===== src/rtl/lt24_pkg.sv =====
// Shared definitions for the LT24 layer compositor: ILI9341 command bytes,
// the default colour key, the frame FSM states and the window-setup sequence.
package lt24_pkg;

    localparam logic [7:0]  CMD_COLADDR  = 8'h2A;
    localparam logic [7:0]  CMD_PAGEADDR = 8'h2B;
    localparam logic [7:0]  CMD_MEMWR    = 8'h2C;

    localparam logic [15:0] LT24_TRANSPARENT_DEFAULT = 16'hF81F;

    localparam int unsigned CMD_WORDS = 11;

    typedef enum logic [2:0] {
        StIdle,
        StCmd,
        StBgRd,
        StSprScan,
        StPixWr,
        StDone
    } lt24_state_e;

    // Window-setup word idx as {rs, data}; col_last/row_last are H_RES-1 / V_RES-1.
    function automatic logic [16:0] f_cmd_word(input logic [3:0]  idx,
                                               input logic [15:0] col_last,
                                               input logic [15:0] row_last);
        logic [16:0] w;
        case (idx)
            4'd0:       w = {1'b0, 8'h00, CMD_COLADDR};
            4'd1, 4'd2: w = {1'b1, 16'h0000};
            4'd3:       w = {1'b1, 8'h00, col_last[15:8]};
            4'd4:       w = {1'b1, 8'h00, col_last[7:0]};
            4'd5:       w = {1'b0, 8'h00, CMD_PAGEADDR};
            4'd6, 4'd7: w = {1'b1, 16'h0000};
            4'd8:       w = {1'b1, 8'h00, row_last[15:8]};
            4'd9:       w = {1'b1, 8'h00, row_last[7:0]};
            default:    w = {1'b0, 8'h00, CMD_MEMWR};
        endcase
        return w;
    endfunction

endpackage


===== src/rtl/lt24_layer_compositor_bus_writer.sv =====
// 8080-style write strobe engine: one word per WR_LOW low + WR_HIGH high cycles.
// Data and rs are launched with the falling strobe and held until the next word.
module lt24_bus_writer #(
    parameter int unsigned WR_LOW  = 2,
    parameter int unsigned WR_HIGH = 2
) (
    input  logic        clk,
    input  logic        rst_n,
    input  logic [15:0] i_word,
    input  logic        i_rs,
    input  logic        i_valid,
    output logic        o_ready,
    output logic        o_wr_n,
    output logic [15:0] o_d,
    output logic        o_rs
);

    localparam int unsigned CNT_W = $clog2(WR_LOW + WR_HIGH + 1);

    logic             r_active;
    logic [CNT_W-1:0] r_cnt;
    logic             r_wr_n;
    logic [15:0]      r_d;
    logic             r_rs;
    logic             w_last;

    assign w_last  = r_active && (r_cnt == CNT_W'(WR_LOW + WR_HIGH - 1));
    // Accepting in the final high cycle keeps the high phase at exactly WR_HIGH.
    assign o_ready = !r_active || w_last;

    // Strobe sequencing and word launch.
    always_ff @(posedge clk or negedge rst_n) begin
        if (!rst_n) begin
            r_active <= 1'b0;
            r_cnt    <= '0;
            r_wr_n   <= 1'b1;
            r_d      <= 16'h0000;
            r_rs     <= 1'b1;
        end else if (i_valid && o_ready) begin
            r_active <= 1'b1;
            r_cnt    <= '0;
            r_wr_n   <= 1'b0;
            r_d      <= i_word;
            r_rs     <= i_rs;
        end else if (r_active) begin
            r_cnt <= r_cnt + 1'b1;
            if (r_cnt == CNT_W'(WR_LOW - 1)) begin
                r_wr_n <= 1'b1;
            end
            if (w_last) begin
                r_active <= 1'b0;
            end
        end
    end

    assign o_wr_n = r_wr_n;
    assign o_d    = r_d;
    assign o_rs   = r_rs;

endmodule


===== src/rtl/lt24_layer_compositor.sv =====
// LT24 layer compositor: scaled background plus NUM_SPRITES colour-keyed sprites,
// streamed as an RGB565 frame to the ILI9341 8080 port.
// Optional build macro LT24_SPRITE_FLIP_EN adds per-sprite horizontal mirroring.
module lt24_layer_compositor
    import lt24_pkg::*;
#(
    parameter int unsigned H_RES       = 240,
    parameter int unsigned V_RES       = 320,
    parameter int unsigned NUM_SPRITES = 4,
    parameter int unsigned SPR_W       = 32,
    parameter int unsigned SPR_H       = 32,
    parameter int unsigned BG_SCALE    = 4,
    parameter int unsigned BG_ADDR_W   = 13,
    parameter int unsigned SPR_ADDR_W  = 12,
    parameter logic [15:0] TRANSPARENT = LT24_TRANSPARENT_DEFAULT,
    parameter int unsigned WR_LOW      = 2,
    parameter int unsigned WR_HIGH     = 2
) (
    input  logic                     clk,
    input  logic                     rst_n,
    input  logic                     start,
    input  logic [NUM_SPRITES*9-1:0] sprite_x,
    input  logic [NUM_SPRITES*9-1:0] sprite_y,
    input  logic [NUM_SPRITES-1:0]   sprite_en,
`ifdef LT24_SPRITE_FLIP_EN
    input  logic [NUM_SPRITES-1:0]   sprite_flip,
`endif
    output logic [BG_ADDR_W-1:0]     bg_address,
    output logic                     bg_chipselect,
    output logic                     bg_clken,
    input  logic [15:0]              bg_readdata,
    output logic [SPR_ADDR_W-1:0]    spr_address,
    output logic                     spr_chipselect,
    output logic                     spr_clken,
    input  logic [15:0]              spr_readdata,
    output logic                     lcd_cs_n,
    output logic                     lcd_rs,
    output logic                     lcd_rd_n,
    output logic                     lcd_wr_n,
    output logic [15:0]              lcd_d,
    output logic                     busy,
    output logic                     frame_done
);

    localparam int unsigned IDX_W  = (NUM_SPRITES > 1) ? $clog2(NUM_SPRITES) : 1;
    localparam int unsigned SPR_XW = $clog2(SPR_W);
    localparam int unsigned BG_SH  = $clog2(BG_SCALE);

    lt24_state_e          r_state, w_state_d;
    logic                 r_phase;
    logic [IDX_W-1:0]     r_spr_idx;
    logic [3:0]           r_cmd_idx;
    logic [9:0]           r_x, r_y;
    logic [15:0]          r_colour;
    logic [8:0]           r_sx [NUM_SPRITES];
    logic [8:0]           r_sy [NUM_SPRITES];
    logic [NUM_SPRITES-1:0] r_en;
`ifdef LT24_SPRITE_FLIP_EN
    logic [NUM_SPRITES-1:0] r_flip;
`endif
    logic                 r_busy, r_frame_done, r_cs_n;

    logic                 w_wr_valid, w_wr_rs, w_wr_ready;
    logic [15:0]          w_wr_word;
    logic                 w_bg_rd, w_spr_rd;
    logic [16:0]          w_cmd;
    logic                 w_last_x, w_last_y, w_last_spr, w_hit, w_opaque;
    logic [9:0]           w_sx10, w_sy10, w_dy;
    logic [SPR_XW-1:0]    w_dx, w_dx_sel;
    logic [BG_ADDR_W-1:0] w_bg_addr;
    logic [SPR_ADDR_W-1:0] w_spr_addr;

    assign w_cmd      = f_cmd_word(r_cmd_idx, 16'(H_RES - 1), 16'(V_RES - 1));
    assign w_last_x   = (r_x == 10'(H_RES - 1));
    assign w_last_y   = (r_y == 10'(V_RES - 1));
    assign w_last_spr = (r_spr_idx == IDX_W'(NUM_SPRITES - 1));
    assign w_opaque   = (spr_readdata != TRANSPARENT);

    // Hit test and address for the sprite currently under scan (10-bit arithmetic).
    assign w_sx10 = {1'b0, r_sx[r_spr_idx]};
    assign w_sy10 = {1'b0, r_sy[r_spr_idx]};
    assign w_hit  = r_en[r_spr_idx]
                    && (r_x >= w_sx10) && (r_x < w_sx10 + 10'(SPR_W))
                    && (r_y >= w_sy10) && (r_y < w_sy10 + 10'(SPR_H));
    assign w_dx   = SPR_XW'(r_x) - SPR_XW'(w_sx10);
    assign w_dy   = r_y - w_sy10;
`ifdef LT24_SPRITE_FLIP_EN
    // SPR_W is a power of two, so SPR_W-1-dx is the bitwise complement of dx.
    assign w_dx_sel = r_flip[r_spr_idx] ? ~w_dx : w_dx;
`else
    assign w_dx_sel = w_dx;
`endif
    assign w_spr_addr = SPR_ADDR_W'(r_spr_idx) * SPR_ADDR_W'(SPR_W * SPR_H)
                        + SPR_ADDR_W'(w_dy) * SPR_ADDR_W'(SPR_W)
                        + SPR_ADDR_W'(w_dx_sel);
    assign w_bg_addr  = BG_ADDR_W'(r_y >> BG_SH) * BG_ADDR_W'(H_RES / BG_SCALE)
                        + BG_ADDR_W'(r_x >> BG_SH);

    // Frame state register.
    always_ff @(posedge clk or negedge rst_n) begin
        if (!rst_n) begin
            r_state <= StIdle;
        end else begin
            r_state <= w_state_d;
        end
    end

    // Next-state decode plus writer and RAM read strobes.
    always_comb begin
        w_state_d  = r_state;
        w_wr_valid = 1'b0;
        w_wr_word  = 16'h0000;
        w_wr_rs    = 1'b1;
        w_bg_rd    = 1'b0;
        w_spr_rd   = 1'b0;
        case (r_state)
            StIdle: begin
                if (start) begin
                    w_state_d = StCmd;
                end
            end
            StCmd: begin
                w_wr_valid = 1'b1;
                w_wr_word  = w_cmd[15:0];
                w_wr_rs    = w_cmd[16];
                if (w_wr_ready && (r_cmd_idx == 4'(CMD_WORDS - 1))) begin
                    w_state_d = StBgRd;
                end
            end
            StBgRd: begin
                if (!r_phase) begin
                    w_bg_rd = 1'b1;
                end else begin
                    w_state_d = StSprScan;
                end
            end
            StSprScan: begin
                if (!r_phase) begin
                    if (w_hit) begin
                        w_spr_rd = 1'b1;
                    end else if (w_last_spr) begin
                        w_state_d = StPixWr;
                    end
                end else if (w_opaque || w_last_spr) begin
                    w_state_d = StPixWr;
                end
            end
            StPixWr: begin
                w_wr_valid = 1'b1;
                w_wr_word  = r_colour;
                if (w_wr_ready) begin
                    w_state_d = (w_last_x && w_last_y) ? StDone : StBgRd;
                end
            end
            StDone: begin
                // Ready here means the last pixel's high phase is in its final cycle.
                if (w_wr_ready) begin
                    w_state_d = StIdle;
                end
            end
            default: w_state_d = StIdle;
        endcase
    end

    // Datapath: sprite latch, counters, pixel colour and status flags.
    always_ff @(posedge clk or negedge rst_n) begin
        if (!rst_n) begin
            r_phase      <= 1'b0;
            r_spr_idx    <= '0;
            r_cmd_idx    <= 4'd0;
            r_x          <= 10'd0;
            r_y          <= 10'd0;
            r_colour     <= 16'h0000;
            r_en         <= '0;
`ifdef LT24_SPRITE_FLIP_EN
            r_flip       <= '0;
`endif
            r_busy       <= 1'b0;
            r_frame_done <= 1'b0;
            r_cs_n       <= 1'b1;
            for (int i = 0; i < NUM_SPRITES; i++) begin
                r_sx[i] <= 9'd0;
                r_sy[i] <= 9'd0;
            end
        end else begin
            r_frame_done <= 1'b0;
            case (r_state)
                StIdle: begin
                    if (start) begin
                        for (int i = 0; i < NUM_SPRITES; i++) begin
                            r_sx[i] <= sprite_x[9*i +: 9];
                            r_sy[i] <= sprite_y[9*i +: 9];
                        end
                        r_en      <= sprite_en;
`ifdef LT24_SPRITE_FLIP_EN
                        r_flip    <= sprite_flip;
`endif
                        r_busy    <= 1'b1;
                        r_cmd_idx <= 4'd0;
                        r_x       <= 10'd0;
                        r_y       <= 10'd0;
                        r_phase   <= 1'b0;
                    end
                end
                StCmd: begin
                    if (w_wr_ready) begin
                        r_cmd_idx <= r_cmd_idx + 4'd1;
                        r_cs_n    <= 1'b0;
                    end
                end
                StBgRd: begin
                    if (!r_phase) begin
                        r_phase <= 1'b1;
                    end else begin
                        r_colour  <= bg_readdata;
                        r_phase   <= 1'b0;
                        r_spr_idx <= '0;
                    end
                end
                StSprScan: begin
                    if (!r_phase) begin
                        if (w_hit) begin
                            r_phase <= 1'b1;
                        end else if (!w_last_spr) begin
                            r_spr_idx <= r_spr_idx + 1'b1;
                        end
                    end else begin
                        r_phase <= 1'b0;
                        if (w_opaque) begin
                            r_colour <= spr_readdata;
                        end else if (!w_last_spr) begin
                            r_spr_idx <= r_spr_idx + 1'b1;
                        end
                    end
                end
                StPixWr: begin
                    if (w_wr_ready) begin
                        if (w_last_x) begin
                            r_x <= 10'd0;
                            r_y <= w_last_y ? 10'd0 : r_y + 10'd1;
                        end else begin
                            r_x <= r_x + 10'd1;
                        end
                    end
                end
                StDone: begin
                    if (w_wr_ready) begin
                        r_busy       <= 1'b0;
                        r_frame_done <= 1'b1;
                        r_cs_n       <= 1'b1;
                    end
                end
                default: ;
            endcase
        end
    end

    lt24_bus_writer #(
        .WR_LOW  (WR_LOW),
        .WR_HIGH (WR_HIGH)
    ) u_writer (
        .clk     (clk),
        .rst_n   (rst_n),
        .i_word  (w_wr_word),
        .i_rs    (w_wr_rs),
        .i_valid (w_wr_valid),
        .o_ready (w_wr_ready),
        .o_wr_n  (lcd_wr_n),
        .o_d     (lcd_d),
        .o_rs    (lcd_rs)
    );

    assign bg_chipselect  = w_bg_rd;
    assign bg_clken       = w_bg_rd;
    assign bg_address     = w_bg_rd ? w_bg_addr : '0;
    assign spr_chipselect = w_spr_rd;
    assign spr_clken      = w_spr_rd;
    assign spr_address    = w_spr_rd ? w_spr_addr : '0;

    assign lcd_cs_n   = r_cs_n;
    assign lcd_rd_n   = 1'b1;
    assign busy       = r_busy;
    assign frame_done = r_frame_done;

endmodule

===== config.mk =====
export PLATFORM = sky130hd
export DESIGN_NAME = lt24_layer_compositor
export DESIGN_NICKNAME = d
export VERILOG_FILES = /design/src/rtl/lt24_pkg.sv /design/src/rtl/lt24_layer_compositor_bus_writer.sv /design/src/rtl/lt24_layer_compositor.sv
export SDC_FILE = /design/constraint.sdc
export NUM_CORES = 1
export LEC_CHECK = 0
export ABC_AREA = 1
export CAP_MARGIN = 20
export CORE_MARGIN = 3
export CORE_UTILIZATION = 30
export CTS_BUF_LIST = sky130_fd_sc_hd__clkbuf_4
export DETAILED_ROUTE_END_ITERATION = 10
export GPL_ROUTABILITY_DRIVEN = 0
export REMOVE_ABC_BUFFERS = 1
export SETUP_SLACK_MARGIN = 0.4
export SLEW_MARGIN = 20
export SYNTH_ARGS = -nofsm -noshare
export SYNTH_HDL_FRONTEND = slang
export SYNTH_HIERARCHICAL = 1
export SYNTH_SLANG_ARGS = --single-unit

===== constraint.sdc =====
create_clock -name clk -period 8.5 [get_ports clk]
set_input_delay 1.275 -clock clk [delete_from_list [all_inputs] [get_ports clk]]
set_output_delay 1.275 -clock clk [all_outputs]
set_load 0.005 [all_outputs]

[Yosys cells after proc, flatten, opt, wreduce, memory -nomap -nowiden]
Memories as Yosys holds them, arrays and structs flattened.
Index checks and enable logic that the tools add are counted.
Storage, ports and cells
  bits in registers: 147
  bits in read-only memories: 144
  word-level logic and storage cells: 169
  memories kept: 1
Operators by class
  $add $sub $neg: 12
  multipliers: 1
  magnitude comparators: 6
  equality and inequality tests: 25
  muxes and demuxes: 67
  bitwise logic cells: 1
  reduce and logical (&&, ||, !) cells: 32
Memory list
  (no name shown): words 16, bits a word 9, read ports 1, clocked after Yosys merged registers in 0, write ports 0, line lt24_pkg.sv:27  | case (idx)
Operator list (number)
  $pmux W16 S2: 2
  $mux W10: 6
  $mux W16: 3
  $pmux W10 S2: 2
  $bmux W9 S2: 2
  $mux W3: 12
  $mux W9: 4
  $add A10 B1 Y10 const B: 2
  $add A9 B6 Y10 const B: 2
  $ge A10 B9 Y1: 2
  $lt A10 B10 Y1: 2
  $mux W1: 20
  $pmux W3 S6: 1
  $ne A16 B16 Y1 const B: 1
  $reduce_bool A2 Y1: 7
  $add A13 B8 Y13: 1
  $mux W13: 1
  $add A12 B12 Y12: 1
  $add A12 B5 Y12: 1
  $mux W12: 1
  $ne A2 B2 Y1 const B: 6
  $ne A3 B3 Y1 const B: 4
  $reduce_and A3 Y1: 4
  $reduce_and A4 Y1: 3
  32 further kinds: 54

[Logic depth before layout (Yosys ltp)]
Gate-level depths: netlist (run 1).
  depth in word-level cells: 13
  depth in mapped cells: 21
  mapped depth without buffers: 19

[By module]
Netlist (run 1), hierarchy kept.
Modules (own cells, without submodules)
  lt24_layer_compositor: instances 1, cells each 1151, area each 8505.7 um^2, sequential area each 3129.3 um^2
  lt24_bus_writer: instances 1, cells each 107, area each 930.9 um^2, sequential area each 553.0 um^2

[Worst setup path after synthesis (run 1)]
No wires, ideal clock.
  path kind: register to output
  start: reg r_y[5]
  end: out bg_address[12]
  data arrival time: 3.467 ns
  data required time: 7.225 ns
  slack: 3.758 ns
  stages on the path, launching flop included: 20
  path through: dfrtp_1 inv_1 fa_1 fa_1 inv_1 ha_1 a21oi_1 nand2_1 xor2_1 ha_1 nand2_1 inv_1 nand4_1 o211ai_1 nand2_1 nor2_1 nand3_1 nand2_1 nand2_1 nor2_1
On the way
  cells in the longest elaborated chain, start to end: 3
Ends and longest elaborated chain
  start: declaration: line lt24_layer_compositor.sv:53  | logic [9:0] r_x, r_y;
  start signal: assignment: line lt24_layer_compositor.sv:240  | r_y <= w_last_y ? 10'd0 : r_y + 10'd1;
  $mul A8 B4 Y11: line lt24_layer_compositor.sv:96  | assign w_bg_addr = BG_ADDR_W'(r_y >> BG_SH) * BG_ADDR_W'(H_RES / BG_SCALE)
  $add A13 B8 Y13: line lt24_layer_compositor.sv:97  | + BG_ADDR_W'(r_x >> BG_SH);
  $mux W13: line lt24_layer_compositor.sv:275  | assign bg_address = w_bg_rd ? w_bg_addr : '0;
  end: declaration: line lt24_layer_compositor.sv:28  | output logic [BG_ADDR_W-1:0] bg_address,
No other way between the ends.

[Final worst setup path (run 1)]
Same ends and word-level chain as after synthesis.

==> metrics, run 1 <==
outcome complete, no violations; worst hold path type reg2reg; ranking of synthesized cells by area dfrtp_1, nand2_1, ha_1; Crit. End Element output port; worst r2r path cells 19; initial antenna violation count 1; Vias/cell 4.61; Mapped Area 0.00944 mm^2; Critical-path top delay cell fa_1; Synth top area share 38.2%; Sink Count 147; TritonCTS buffer count 17; fmax 0.162 GHz; Async SR Flop Fraction 100%; Hold EP u_writer/o_rs; hold depth 2; CP peak stage delay 0.51 ns; Worst Setup Slack, final 2.32 ns; Tightest Pin Transition 0.927 ns; Setup violations, final 0; max-slew violations 0; crit path DAT 4.90 ns; largest net degree at the start of global routing 99; RSZ-0062 raised after global routing false; PwrDens 106 mW/mm^2; routed wire length 24.7 mm; Req. time, crit path 7.22 ns; CP max FO 6; commonest cells after routing, fill and taps aside nand2_1, clkdlybuf4s50_1, dfrtp_1, inv_1, nor2_1; worst path cell trace inv_1, fa_1, fa_1, inv_1, ha_1, a21oi_1, nand2_1, xor2_1, ha_1, nand2_1, o211ai_1, nand2_1, nor2_1, nand3_1, nand2_1, nand2_1, nor2_1, clkdlybuf4s50_1; Area Overhead vs Synth 23.1%; Hold-fix buffers, CTS 0; # IOs 162; HPWL after DPL 18.4 mm; Vias 8313; setup repair bufs after CTS 0; Yosys reg bits 147; Die Y 183 um; crit path time final 6.18 ns; First-pass DRT Iterations 4; maxcap violations 0; non-filler cells, final 1805; CTS tree built; CP delay by family, top adder cells; Syn Inst Count 1258; Hold Path Origin u_writer/o_rs; drc violations 0; CTS Buffer Depth 2; Crit path buffers/inverters 3; vias in the first global route 7969; clock skew 0.0322 ns; Inst Count DP 1773; Slew headroom 38.2%; Critical Path Source Type register; root buffer cell clkbuf_4; Netlist cell types 43; Fillers 3223; Buffers on Ports 160; Most used DFF post-synth dfrtp_1; YS warnings 6; dpl ws 2.46 ns; DR iter-0 viols 542; area of the multi-input gates 0.00500 mm^2; worst r2r dst r_spr_idx[0]; register area 0.00368 mm^2; Core ar. 0.0308 mm^2; number of routed nets with antenna violations 0; Final Cycle Share 72.7%; Reg2Reg Launch Point r_spr_idx[0]; share of cells above drive strength 1 4.47%; most common cell after layout, fill and taps aside nand2_1; site row count 64; Initial Util 30.6%; Pleak 0.00577 uW; Post-synth EDFFs 0; r2r setup slk 4.51 ns; All-Layer GR Usage 14.8%; routed len/inst 13.7 um; final hold violation count 0; die area 0.0336 mm^2; H-tree Lvls 4; worst vdd ir 83.0 uV; CTS resizes 0; clk_lat worst skew 0.56 ns; Finished Core Util 37.7%; Die Width 183 um; CTS clock-pin slew for the worst setup and hold paths 0.14 ns; critical path class reg2out; sequential share of the synthesized area 39.0%; syn avg cell area 7.50 um^2; fin nets 1590; Worst Setup SP r_y[5]; setup TNS after final layout 0 ns; gr ovfl total 0; first-pass GRT wire length 40.4 mm; Crit path top cell by count nand2_1; area leader, netlist dfrtp_1
==> worst reg2reg max path: stages (launching register included) <==
cell and delay [ns]:
dfrtp_1 0.38, buf_4 0.27, inv_1 0.27, buf_4 0.36, nand2_1 0.10, a32oi_1 0.39
ha_1 0.26, nand3_1 0.09, ha_1 0.31, nand2_1 0.07, nand3_1 0.07, nor2_1 0.11
nand2_1 0.07, nor2_1 0.08, nand2_1 0.05, nor2_1 0.13, nand3_2 0.49, nand3_1 0.29
nand2_1 0.07, nand2_1 0.07
==> area by class of cell <==
class                      count  share of cell area (%)
multi-input combinational    923                    43.0
sequential                   147                    31.7
timing repair buffer         166                    14.2
inverter                     141                    4.60
tap                          396                    4.26
clock buffer                  18                    1.16
clock inverter                13                    1.07
antenna                        1                  0.0215
==> stage by stage <==
step	hold WS, ns	power [uW]	cell area [um^2]
floorplan	0.444	734	9200
global placement	0.460	812	11400
detailed placement	0.461	813	11400
CTS	0.486	1250	11600
global route	0.499	1290	11600
finish	0.483	1230	11600
==> Yosys cell counts (all sizes together) (2+ instances only) <==
master and count:
a32oi 6, nor2 90, dfstp 3, nor3b 6
nor3 9, xnor2 5, buf 23, nand3 48
o21ai 51, inv 141, o22ai 4, ha 67
xor2 18, a32o 9, clkbuf 24, nand3b 2
dfrtp 144, o31ai 12, o21bai 2, nand4 22
a21oi 61, o211ai 4, fa 16, nand2 486
==> per-layer routing <==
metal | vias to the layer above | GRT usage [%] | part of all wire (%)
met5 | - | 0 | 0
met4 | 0 | 2.68 | 0.76
met3 | 11 | 3.01 | 4.8
met2 | 210 | 23.6 | 44
met1 | 3803 | 21.1 | 50
li1 | 4289 | - | -
==> worst max-delay path by stage <==
stage                     endpoint  slack, ns  depth (start not counted)
floorplan           spr_address[2]       3.52                         15
global placement    spr_address[9]       2.67                         18
detailed placement  spr_address[8]       2.46                         18
CTS                 spr_address[8]       1.81                         18
global route        spr_address[2]       1.82                         18
finish              bg_address[12]       2.32                         18
==> sequential cells by signal, indices dropped and copies added (netlist names), 2 cells and up <==
signal	flops
r_sx	36
r_sy	36
r_colour	16
u_writer/o_d	16
r_x	10
r_y	10
r_cmd_idx	4
r_en	4
r_state	3
u_writer/r_cnt	3
r_spr_idx	2
==> kinds of logic after synthesis <==
family                   share of synthesized area [%]
AND/OR/NAND/NOR                                   28.9
buffers and inverters                             8.13
AO/OA/AOI/OAI                                     9.47
flip-flops                                        39.0
adder cells (fa/ha/maj)                           12.3
XOR/XNOR                                          2.13
other                                           0.0397
==> where the power goes <==
group	switching (uW)	internal, uW	total, uW
logic	31.4	55.7	87.1
registers	3.86	707	711
clock network	283	152	435
No activity file was read; power rests on OpenSTA's default activity.
==> inputs of run 2 (changes only) <==
clock period = 5.7 ns   (was 8.5 ns; I/O delays follow)
==> run 2 against run 1 <==
Compared with the run above: utilization grew 1.1 points; die area stayed put; combinational power rose by 50%; critical endpoint is now bg_address[7]; largest cell class unchanged; highest routed layer unchanged.
==> metrics, run 2 (synthesized netlist as in run 1, its figures left out) <==
Vias/cell 4.62; final hold violation count 0; Buffers on Ports 160; Crit. End Element output port; largest registers r_sx: 36 flops, r_sy: 36 flops; Setup violations, final 0; Vias 8440; Critical Path Source Type register; CP peak stage delay 0.63 ns; HPWL after DPL 19.0 mm; vias in the first global route 8530; drc violations 0; crit path DAT 4.22 ns; Die Width 183 um; All-Layer GR Usage 15.5%; diode count 0; Hold-fix buffers, CTS 0; Core ar. 0.0308 mm^2; max-slew violations 0; gr ovfl total 0; fmax 0.197 GHz; die area 0.0336 mm^2; PwrDens 154 mW/mm^2; setup TNS after final layout 0 ns; clock skew 0.0305 ns; Sink Count 147; outcome complete, no violations; # IOs 162; Pleak 0.00589 uW; clk_lat worst skew 0.56 ns; Tightest Pin Transition 0.948 ns; number of routed nets with antenna violations 0; CTS Buffer Depth 2; first-pass GRT wire length 42.7 mm; most common cell after layout, fill and taps aside nand2_1; Crit path top cell by count fa_2; site row count 64; RSZ-0062 raised after global routing true; initial antenna violation count 0; root buffer cell clkbuf_4; worst path cell trace buf_6, fa_2, fa_2, inv_2, fa_2, xnor2_2, ha_4, buf_4, nand4_1, nand3_2, o21ai_0, a21oi_1, clkdlybuf4s50_1; critical path class reg2out; Req. time, crit path 4.85 ns; fin nets 1613; largest net degree at the start of global routing 102; Area Overhead vs Synth 26.8%; routed len/inst 14.1 um; routed wire length 25.7 mm; worst hold path type in2async; maxcap violations 0; Critical-path top delay cell fa_2; DR iter-0 viols 555; TritonCTS buffer count 17; Slew headroom 36.8%; Die Y 183 um; CTS clock-pin slew for the worst setup and hold paths 0.15 ns; share of cells above drive strength 1 8.38%; H-tree Lvls 4; crit path time final 5.08 ns; worst vdd ir 89.3 uV; First-pass DRT Iterations 5; commonest cells after routing, fill and taps aside nand2_1, clkdlybuf4s50_1, dfrtp_1, inv_1, nor2_1; Initial Util 30.6%; final hold slack 0.417 ns; CTS tree built; Final Cycle Share 89.1%; CP max FO 3
==> run 2: changes by cell type in the layout (fill, tap and decap cells not counted), moves of 3 or more <==
| cell | previous run | this run |
|---|---|---|
| ha_4 | 0 | 4 |
| dfrtp_2 | 0 | 5 |
| fa_2 | 0 | 3 |
| a21oi_1 | 60 | 57 |
| inv_1 | 135 | 129 |
| nand3_2 | 3 | 6 |
| nand3_1 | 45 | 42 |
| inv_4 | 2 | 5 |
| fa_1 | 16 | 13 |
| buf_4 | 6 | 27 |
| clkdlybuf4s50_1 | 159 | 154 |
| dfrtp_1 | 144 | 139 |
| ha_1 | 67 | 63 |
==> run 2: layout make-up <==
class | count | area [um^2]
Inverter | 141 | 551
Multi-Input combinational cell | 923 | 5130
Tap cell | 396 | 495
Clock buffer | 17 | 128
Clock inverter | 15 | 145
Timing Repair Buffer | 189 | 1820
Fill cell | 3211 | 18900
Sequential cell | 147 | 3690
==> run 2: metal layers <==
metal / track usage [%] / share of wire, % / vias up
met5: 0 / 0 / -
met4: 3.38 / 1.2 / 0
met3: 3.01 / 5.2 / 20
met2: 25.2 / 44 / 212
met1: 21.6 / 49 / 3885
li1: - / - / 4323
==> run 2: path summary, 6_finish.rpt <==
path                            cells after the start         endpoint       startpoint  slack (ns)
worst min register to register                      2  u_writer/o_wr_n  u_writer/o_wr_n        0.49
worst max register to register                     19     r_spr_idx[0]     r_spr_idx[0]        2.45
worst min-delay path                                1      r_colour[2]            rst_n        0.42
worst max-delay path                               13    bg_address[7]           r_y[4]        0.62
min in group clk                                    2  u_writer/o_wr_n  u_writer/o_wr_n        0.49
max in group asynchronous                           2     r_spr_idx[0]            rst_n        4.08
==> run 2: critical path: cells and delay by family, from the launching register on <==
family,cells,cell delay (ns)
xor gates and xnor gates,1,0.16
adders and majority gates,4,1.75
AOI/OAI and AO/OA,2,0.26
buffers and inverters,4,0.83
DFF,1,0.46
and+or+nand+nor,2,0.21
==> run 2: metrics by stage <==
step / utilization, % / area [um^2] / power, uW / setup WS, ns / std cells
after floorplan: - / 9200 / 1090 / 1.14 / 1211
after global placement: 36.9 / 11400 / 1210 / 0.714 / 1778
after detailed placement: 36.9 / 11400 / 1210 / 0.600 / 1778
after CTS: 38.1 / 11800 / 1880 / 0.278 / 1816
after global routing: 38.8 / 12000 / 1940 / 0.345 / 1828
final: 38.8 / 12000 / 1850 / 0.622 / 1828
==> run 2: what timing repair did <==
item,CTS,global route
setup buffers,6,12
endpoints found under the setup margin,9,20
resized for setup,19,40
pin swaps,4,18
==> run 2: report_power, final <==
part | internal (uW) | switching [uW] | leakage [uW]
logic | 83.2 | 47.5 | 0.00390
clock network | 227 | 431 | 0.000136
registers | 1050 | 5.97 | 0.00185
total | 1360 | 484 | 0.00589
